<file path="config.mk">
export PLATFORM = sky130hd
export DESIGN_NAME = acl_tilt_controller
export DESIGN_NICKNAME = d
export VERILOG_FILES = /design/src/rtl/acl_tilt_controller.sv
export SDC_FILE = /design/constraint.sdc
export NUM_CORES = 1
export LEC_CHECK = 0
export BUFFER_PORTS_ARGS = -buffer_cell sky130_fd_sc_hd__buf_2
export CORE_MARGIN = 4
export CORE_UTILIZATION = 45
export DETAILED_ROUTE_END_ITERATION = 10
export SYNTH_ARGS = -nofsm -noshare
export SYNTH_HDL_FRONTEND = slang
export SYNTH_SLANG_ARGS = --single-unit
</file>
<file path="constraint.sdc">
create_clock -name clk -period 4.6 [get_ports clk]
set_input_delay 0.92 -clock clk [delete_from_list [all_inputs] [get_ports clk]]
set_output_delay 0.92 -clock clk [all_outputs]
set_load 0.02 [all_outputs]
</file>
<file path="src/rtl/acl_tilt_controller.sv">
// -----------------------------------------------------------------------------
// acl_tilt_controller
//   ADXL362 SPI controller. After reset it writes POWER_CTL = measure once and
//   then burst-reads NUM_AXES bytes (X, Y, Z) every SAMPLE_PERIOD clocks.
//   The X byte drives a hysteretic tilt decoder that produces the lane command.
//
//   Optional build macro: ACL_AVG4_EN - each axis becomes the arithmetic mean
//   of the last four raw samples. The history is cleared by reset, and the tilt
//   decoder uses the averaged X.
//
// Ports
//   clk         in   system clock
//   reset       in   asynchronous, active-high reset
//   miso        in   SPI data from sensor
//   sclk        out  SPI clock, mode 0 (idle low)
//   mosi        out  SPI data to sensor, MSB first
//   cs_n        out  SPI chip select, active low
//   axis_data   out  latest sample, byte k = axis k, X in [7:0]
//   data_valid  out  one-cycle pulse when axis_data updates
//   tilt_dir    out  00 centre, 01 left, 10 right
//   busy        out  high while cs_n is low
// -----------------------------------------------------------------------------
module acl_tilt_controller #(
    parameter int CLK_DIV       = 13,
    parameter int NUM_AXES      = 3,
    parameter int SAMPLE_PERIOD = 100000,
    parameter int TILT_THRESH   = 32,
    parameter int TILT_HYST     = 8
) (
    input  logic                  clk,
    input  logic                  reset,
    input  logic                  miso,
    output logic                  sclk,
    output logic                  mosi,
    output logic                  cs_n,
    output logic [NUM_AXES*8-1:0] axis_data,
    output logic                  data_valid,
    output logic [1:0]            tilt_dir,
    output logic                  busy
);

    localparam int FRAME_W = (2 + NUM_AXES) * 8;
    localparam int RX_W    = NUM_AXES * 8;
    localparam int CFG_W   = 24;
    localparam int HALF_W  = $clog2(2 * FRAME_W + 1);
    localparam int DIV_W   = $clog2(2 * CLK_DIV);
    localparam int PER_W   = $clog2(SAMPLE_PERIOD + 1);

    // Frames are left-aligned so the MSB of the shifter is always the bit on the wire
    localparam logic [FRAME_W-1:0] CFG_FRAME  = FRAME_W'(24'h0A2D02) << (FRAME_W - CFG_W);
    localparam logic [FRAME_W-1:0] READ_FRAME = FRAME_W'(16'h0B08) << (FRAME_W - 16);

    localparam logic [1:0] TILT_CENTRE = 2'b00;
    localparam logic [1:0] TILT_LEFT   = 2'b01;
    localparam logic [1:0] TILT_RIGHT  = 2'b10;

    localparam logic signed [8:0] TH_P = 9'(TILT_THRESH);
    localparam logic signed [8:0] TH_N = 9'(-TILT_THRESH);
    localparam logic signed [8:0] XR_P = 9'(TILT_THRESH - TILT_HYST);
    localparam logic signed [8:0] XR_N = 9'(TILT_HYST - TILT_THRESH);

    typedef enum logic [2:0] {
        S_CFG    = 3'd0,
        S_GAP    = 3'd1,
        S_WAIT   = 3'd2,
        S_READ   = 3'd3,
        S_UPDATE = 3'd4
    } state_t;

    state_t                r_state;
    state_t                w_state_nxt;
    logic [DIV_W-1:0]      r_div_cnt;
    logic [HALF_W-1:0]     r_half_cnt;
    logic [PER_W-1:0]      r_period_cnt;
    logic [FRAME_W-1:0]    r_tx_shift;
    logic [RX_W-1:0]       r_rx_shift;
    logic                  r_sclk;
    logic                  r_mosi;
    logic                  r_cs_n;
    logic                  r_busy;
    logic [RX_W-1:0]       r_axis_data;
    logic                  r_data_valid;
    logic [1:0]            r_tilt;

    logic                  w_xfer;
    logic                  w_div_end;
    logic                  w_gap_end;
    logic                  w_period_due;
    logic                  w_xfer_done;
    logic                  w_read_entry;
    logic [HALF_W-1:0]     w_last_half;
    logic [RX_W-1:0]       w_axis_raw;
    logic [RX_W-1:0]       w_axis_new;
    logic signed [8:0]     w_x9;
    logic [1:0]            w_tilt_nxt;

    // Half-period 0 is the cs_n setup, odd halves have SCLK high, even halves SCLK low;
    // the final low half doubles as the cs_n hold time.
    assign w_xfer       = (r_state == S_CFG) || (r_state == S_READ);
    assign w_last_half  = (r_state == S_CFG) ? HALF_W'(2 * CFG_W) : HALF_W'(2 * FRAME_W);
    assign w_div_end    = (r_div_cnt == DIV_W'(CLK_DIV - 1));
    assign w_gap_end    = (r_div_cnt == DIV_W'(2 * CLK_DIV - 1));
    assign w_period_due = (r_period_cnt == PER_W'(SAMPLE_PERIOD - 1));
    assign w_xfer_done  = w_div_end && (r_half_cnt == w_last_half);
    assign w_read_entry = (w_state_nxt == S_READ) && (r_state != S_READ);

    // State register
    always_ff @(posedge clk or posedge reset) begin
        if (reset) begin
            r_state <= S_CFG;
        end else begin
            r_state <= w_state_nxt;
        end
    end

    // Next-state decode
    always_comb begin
        w_state_nxt = r_state;
        case (r_state)
            S_CFG:    if (w_xfer_done) w_state_nxt = S_GAP;    else w_state_nxt = S_CFG;
            S_READ:   if (w_xfer_done) w_state_nxt = S_UPDATE; else w_state_nxt = S_READ;
            S_UPDATE: w_state_nxt = S_GAP;
            S_GAP:    if (w_gap_end) w_state_nxt = S_WAIT;     else w_state_nxt = S_GAP;
            S_WAIT:   if (w_period_due) w_state_nxt = S_READ;  else w_state_nxt = S_WAIT;
            default:  w_state_nxt = S_CFG;
        endcase
    end

    // Half-period and gap timing counters, cleared on every state change
    always_ff @(posedge clk or posedge reset) begin
        if (reset) begin
            r_div_cnt  <= '0;
            r_half_cnt <= '0;
        end else if (w_state_nxt != r_state) begin
            r_div_cnt  <= '0;
            r_half_cnt <= '0;
        end else if (w_xfer) begin
            if (w_div_end) begin
                r_div_cnt  <= '0;
                r_half_cnt <= r_half_cnt + HALF_W'(1);
            end else begin
                r_div_cnt  <= r_div_cnt + DIV_W'(1);
            end
        end else if (r_state == S_GAP) begin
            r_div_cnt <= r_div_cnt + DIV_W'(1);
        end else begin
            r_div_cnt  <= '0;
            r_half_cnt <= '0;
        end
    end

    // Sample-period counter: zero at READ entry, saturates so an overrun READ restarts at once.
    // Reset value is saturated so the first READ follows the configuration gap directly.
    always_ff @(posedge clk or posedge reset) begin
        if (reset) begin
            r_period_cnt <= PER_W'(SAMPLE_PERIOD - 1);
        end else if (w_read_entry) begin
            r_period_cnt <= '0;
        end else if (!w_period_due) begin
            r_period_cnt <= r_period_cnt + PER_W'(1);
        end else begin
            r_period_cnt <= r_period_cnt;
        end
    end

    // MOSI shifter: advances at the end of each SCLK-high half so the next bit appears on the fall
    always_ff @(posedge clk or posedge reset) begin
        if (reset) begin
            r_tx_shift <= CFG_FRAME;
        end else if (w_read_entry) begin
            r_tx_shift <= READ_FRAME;
        end else if (w_xfer && w_div_end && r_half_cnt[0]) begin
            r_tx_shift <= r_tx_shift << 1;
        end else begin
            r_tx_shift <= r_tx_shift;
        end
    end

    // MISO capture on the edge that raises SCLK; the command bytes fall off the top
    always_ff @(posedge clk or posedge reset) begin
        if (reset) begin
            r_rx_shift <= '0;
        end else if ((r_state == S_READ) && r_half_cnt[0] && (r_div_cnt == '0)) begin
            r_rx_shift <= {r_rx_shift[RX_W-2:0], miso};
        end else begin
            r_rx_shift <= r_rx_shift;
        end
    end

`ifdef ACL_AVG4_EN
    logic [7:0]        r_hist [NUM_AXES][3];
    logic signed [9:0] w_sum  [NUM_AXES];

    // Raw-sample history for the 4-tap running mean
    always_ff @(posedge clk or posedge reset) begin
        if (reset) begin
            for (int k = 0; k < NUM_AXES; k++) begin
                for (int d = 0; d < 3; d++) begin
                    r_hist[k][d] <= 8'h00;
                end
            end
        end else if (r_state == S_UPDATE) begin
            for (int k = 0; k < NUM_AXES; k++) begin
                r_hist[k][0] <= w_axis_raw[k*8 +: 8];
                r_hist[k][1] <= r_hist[k][0];
                r_hist[k][2] <= r_hist[k][1];
            end
        end else begin
            r_hist <= r_hist;
        end
    end
`endif

    // Reorder captured bytes so X lands in [7:0], then optionally average
    always_comb begin
        w_axis_raw = '0;
        w_axis_new = '0;
        for (int k = 0; k < NUM_AXES; k++) begin
            w_axis_raw[k*8 +: 8] = r_rx_shift[(NUM_AXES-1-k)*8 +: 8];
`ifdef ACL_AVG4_EN
            w_sum[k] = 10'($signed(w_axis_raw[k*8 +: 8])) + 10'($signed(r_hist[k][0]))
                     + 10'($signed(r_hist[k][1])) + 10'($signed(r_hist[k][2]));
            w_axis_new[k*8 +: 8] = w_sum[k][9:2];
`else
            w_axis_new[k*8 +: 8] = w_axis_raw[k*8 +: 8];
`endif
        end
    end

    assign w_x9 = $signed({w_axis_new[7], w_axis_new[7:0]});

    // Hysteretic tilt decode; opposite extreme jumps directly across
    always_comb begin
        w_tilt_nxt = r_tilt;
        case (r_tilt)
            TILT_CENTRE: begin
                if (w_x9 >= TH_P)      w_tilt_nxt = TILT_RIGHT;
                else if (w_x9 <= TH_N) w_tilt_nxt = TILT_LEFT;
                else                   w_tilt_nxt = TILT_CENTRE;
            end
            TILT_RIGHT: begin
                if (w_x9 <= TH_N)      w_tilt_nxt = TILT_LEFT;
                else if (w_x9 < XR_P)  w_tilt_nxt = TILT_CENTRE;
                else                   w_tilt_nxt = TILT_RIGHT;
            end
            TILT_LEFT: begin
                if (w_x9 >= TH_P)      w_tilt_nxt = TILT_RIGHT;
                else if (w_x9 > XR_N)  w_tilt_nxt = TILT_CENTRE;
                else                   w_tilt_nxt = TILT_LEFT;
            end
            default: w_tilt_nxt = TILT_CENTRE;
        endcase
    end

    // Registered outputs; async reset forces the bus idle within the reset cycle
    always_ff @(posedge clk or posedge reset) begin
        if (reset) begin
            r_cs_n       <= 1'b1;
            r_busy       <= 1'b0;
            r_sclk       <= 1'b0;
            r_mosi       <= 1'b0;
            r_data_valid <= 1'b0;
            r_axis_data  <= '0;
            r_tilt       <= TILT_CENTRE;
        end else begin
            r_cs_n       <= !w_xfer;
            r_busy       <= w_xfer;
            r_sclk       <= w_xfer && r_half_cnt[0];
            r_mosi       <= w_xfer && r_tx_shift[FRAME_W-1];
            r_data_valid <= (r_state == S_UPDATE);
            if (r_state == S_UPDATE) begin
                r_axis_data <= w_axis_new;
                r_tilt      <= w_tilt_nxt;
            end else begin
                r_axis_data <= r_axis_data;
                r_tilt      <= r_tilt;
            end
        end
    end

    assign sclk       = r_sclk;
    assign mosi       = r_mosi;
    assign cs_n       = r_cs_n;
    assign busy       = r_busy;
    assign axis_data  = r_axis_data;
    assign data_valid = r_data_valid;
    assign tilt_dir   = r_tilt;

endmodule

</file>
==> results.tsv <==
metric	value	unit
Clock Power Share	38.0	%
critical path, cell by cell	inv_1 -> ha_1 -> or4b_2 -> nor3_4 -> mux2_2	
first-pass GRT wire length	14540	µm
Sequential Area	2775	µm²
final hold violations	0	
critical path's slowest cell	nor3_4	
CP startpoint	r_div_cnt[0]$_DFF_PP0_	
Final period util	59.61	%
Total Routed Length	8081	µm
diode count	0	
worst-margin pin slew	1.116	ns
largest net degree at the start of global routing	81	
top-level I/O count	34	
cell area after synthesis	4762	µm²
GRT Util Overall	14.35	%
detailed-route DRC error count	0	
combinational fraction of design power	1.2	%
die area	12290	µm²
cell depth of the worst setup path	5	
RSZ-0062 raised after global routing	false	
Synth Area in Simple Gates	13.85	%
syn_nets	398	
routing usage on met3	3.603	%
cts bufs inserted	9	
worst endpoint required time	4.87	ns
Max Slew Vio Count	0	
Bufs and invs on worst path	1	
H-tree lvl count	3	
Fillers	936	
CTS tree	built	
Worst-Skew Late Latency	0.38	ns
CTS clk-pin slew, worst paths	0.11	ns
synth unique cells	48	
sequential share of the synthesized area	58.28	%
GP Congestion	0.7806	
global-route met1 utilization	19.84	%
via count	2952	
nets@finish	431	
largest family of logic cells by synthesized area	multiplexers	
via/cell ratio	5.243	
placed cells	547	
FF-to-FF End	r_rx_shift[5]$_DFFE_PP0P_	
Post-synth EDFFs	0	
Psw	360.3	µW
crit path time final	2.742	ns
Max-Slew Margin vs Limit	25.33	%
R2R setup slack	1.86	ns
Core Rows	37	
f_max	0.3647	GHz
initial core utilization	46.13	%
post-synthesis xor/xnor area fraction	3.311	%
Worst R2R Start	r_div_cnt[0]$_DFF_PP0_	
aggregate global routing overflow	0	
Lkg Pwr	2.711	nW
share of the synthesized area in the top cell type	48.34	%
flop and latch count out of synthesis	110	
Avg Cell Area, Syn	12.24	µm²
HP Class	register to register	
R2R depth	5	
share of layout cells above drive strength 1	30.68	%
clock root cell	clkbuf_8	
Synth Area in Compound Gates	4.493	%
Pwr Density	301.4	nW/µm²
post-CTS setup buffers	0	
core footprint	10320	µm²
hold buffers post-CTS	0	
CTS Buffer Depth	2	
Synth Area in Adders	1.576	%
Die Span X	110.9	µm
Mapped Cells	389	
Worst Path Arrival	3.01	ns
Finish-stage setup viols	0	
WL per Instance	14.35	µm
Yosys top cell by area	dfrtp_1	
initial DRC count	127	
Critical Path Sink	r_rx_shift[5]$_DFFE_PP0P_	
port buffer count	33	
commonest cells in the synthesized netlist	92 x dfrtp_1, 49 x mux2_2, 45 x nor2_1, 22 x mux2i_1, 21 x nand2_1	
final core utilization	51.12	%
Reg power frac	60.8	%
clk sinks	110	
Top delay family on crit path	simple AND/OR/NAND/NOR gates	
post-synthesis async set-or-reset flop share	100.0	%
mux contribution to synthesized area	16.21	%
Synth area leaders	dfrtp_1 48%, mux2_2 12%, dfstp_2 9.9%	
count leader, synth	dfrtp_1	
PnR Total Power	1.591	mW
Final Non-Filler Cells	563	
warnings from Yosys	0	
HPWL Detailed	5294	µm
initial antenna violation count	0	
Hold Path Cell Cnt	1	
vias in the first global route	2997	
maxcap violations	0	
Multi-input gate area	1889	µm²
DRT Pass-1 Iters	4	
Chip Height	110.9	µm
critical path fanouts, max	24	
Post-synth top flop	dfrtp_1	
sum of negative setup slack	0	ns
status	complete, no violations	
Max stage delay on crit path	0.86	ns
sw frac	22.65	%
global route hottest layer	met2	
worst vdd ir	0.1752	mV
clock skew	0.01541	ns
CP endpoint kind	register	
PostCTS Resize Cnt	0	
crit start category	register	
Setup CP Type	register to register	
Post-DRT Antenna Nets	0	
Area Overhead vs Synth	10.82	%
Internal	1.230	mW
M2 GR Usage	21.89	%
## worst register-to-register path, delay by kind of cell (launching register included)
family / cells / cell delay, ns
multiplexers: 1 / 0.43
AND/OR/NAND/NOR: 2 / 1.49
buffers and inverters: 1 / 0.07
adder cells (fa/ha/maj): 1 / 0.19
flip-flops: 1 / 0.44
## final cells by class
| class | count | share of cell area [%] |
|---|---|---|
| clock buffers | 10 | 2.418 |
| clock inverters | 6 | 1.517 |
| inverters | 12 | 0.9009 |
| multi-input cells | 253 | 35.80 |
| flip-flops and latches | 110 | 52.58 |
| well taps | 136 | 3.224 |
| repair buffers | 36 | 3.556 |
## metrics by stage
stage	instance area, µm²	hold WS [ns]	setup slack, ns
after detailed placement	5070	0.4812	1.864
final	5278	0.4940	1.858
after floorplan	4762	0.4533	0.8075
after global routing	5278	0.5277	1.682
after CTS	5278	0.5055	1.836
after global placement	5070	0.4681	1.917
## routing by layer
metal | part of all wire [%] | up-vias | wire length, µm
met2 | 46 | 55 | 3703
met5 | 0 | - | 0
met1 | 49 | 1455 | 3932
li1 | - | 1432 | -
met3 | 4.0 | 10 | 320
met4 | 1.5 | 0 | 124
## power by group through the flow
stage | registers (mW) | logic, mW | clock network [mW]
after floorplan | 0.986 | 0.0139 | 0
after global placement | 0.985 | 0.0213 | 0
after detailed placement | 0.985 | 0.0216 | 0
after CTS | 0.967 | 0.0215 | 0.626
after global routing | 0.968 | 0.0240 | 0.664
final | 0.967 | 0.0195 | 0.604
## cells in the final DEF (no fill, tap or decap), drive strengths merged, types with 2 or more instances in the layout
master   n
nand2   22
mux2i   22
buf     36
clkbuf  10
inv     14
a211oi   3
clkinv   2
or3      4
ha       6
nor2    46
nor3     7
mux2    49
dfrtp   92
a31oi    4
a311oi   2
dfstp   18
o21ai    7
nor2b    3
xnor2   12
a21oi   11
and4b    2
and3     5
nor4     4
xor2     6
nand4    7
nand3   10
nand2b   2
nor3b    3
## sequential cells by signal (all words and copies together), names as in the netlist
signal and cells:
axis_data 24, busy 1, cs_n 1, data_valid 1, mosi 1, r_div_cnt 5, r_half_cnt 7, r_period_cnt 17
r_rx_shift 24, r_state 3, r_tx_shift 23, sclk 1, tilt_dir 2
## worst min-delay path by stage
stage                               start                         end  slack [ns]
2_1_floorplan  r_tx_shift[39]$_DFFE_PP0P_              mosi$_DFF_PP0_        0.45
3_3_place_gp   r_tx_shift[39]$_DFFE_PP0P_              mosi$_DFF_PP0_        0.47
3_5_place_dp   r_tx_shift[39]$_DFFE_PP0P_              mosi$_DFF_PP0_        0.48
4_1_cts        r_tx_shift[39]$_DFFE_PP0P_              mosi$_DFF_PP0_        0.51
5_1_grt        r_tx_shift[17]$_DFFE_PP1P_  r_tx_shift[17]$_DFFE_PP1P_        0.53
6_report       r_tx_shift[39]$_DFFE_PP0P_              mosi$_DFF_PP0_        0.49
## cells by family after synthesis
kind of cell             count (synthesis)
AND/OR/NAND/NOR                        124
AO/OA/AOI/OAI                           34
adder cells (fa/ha/maj)                  6
buffers and inverters                   26
multiplexers                            71
XOR/XNOR                                18
flip-flops                             110
Power figures use the tool's default switching activity.
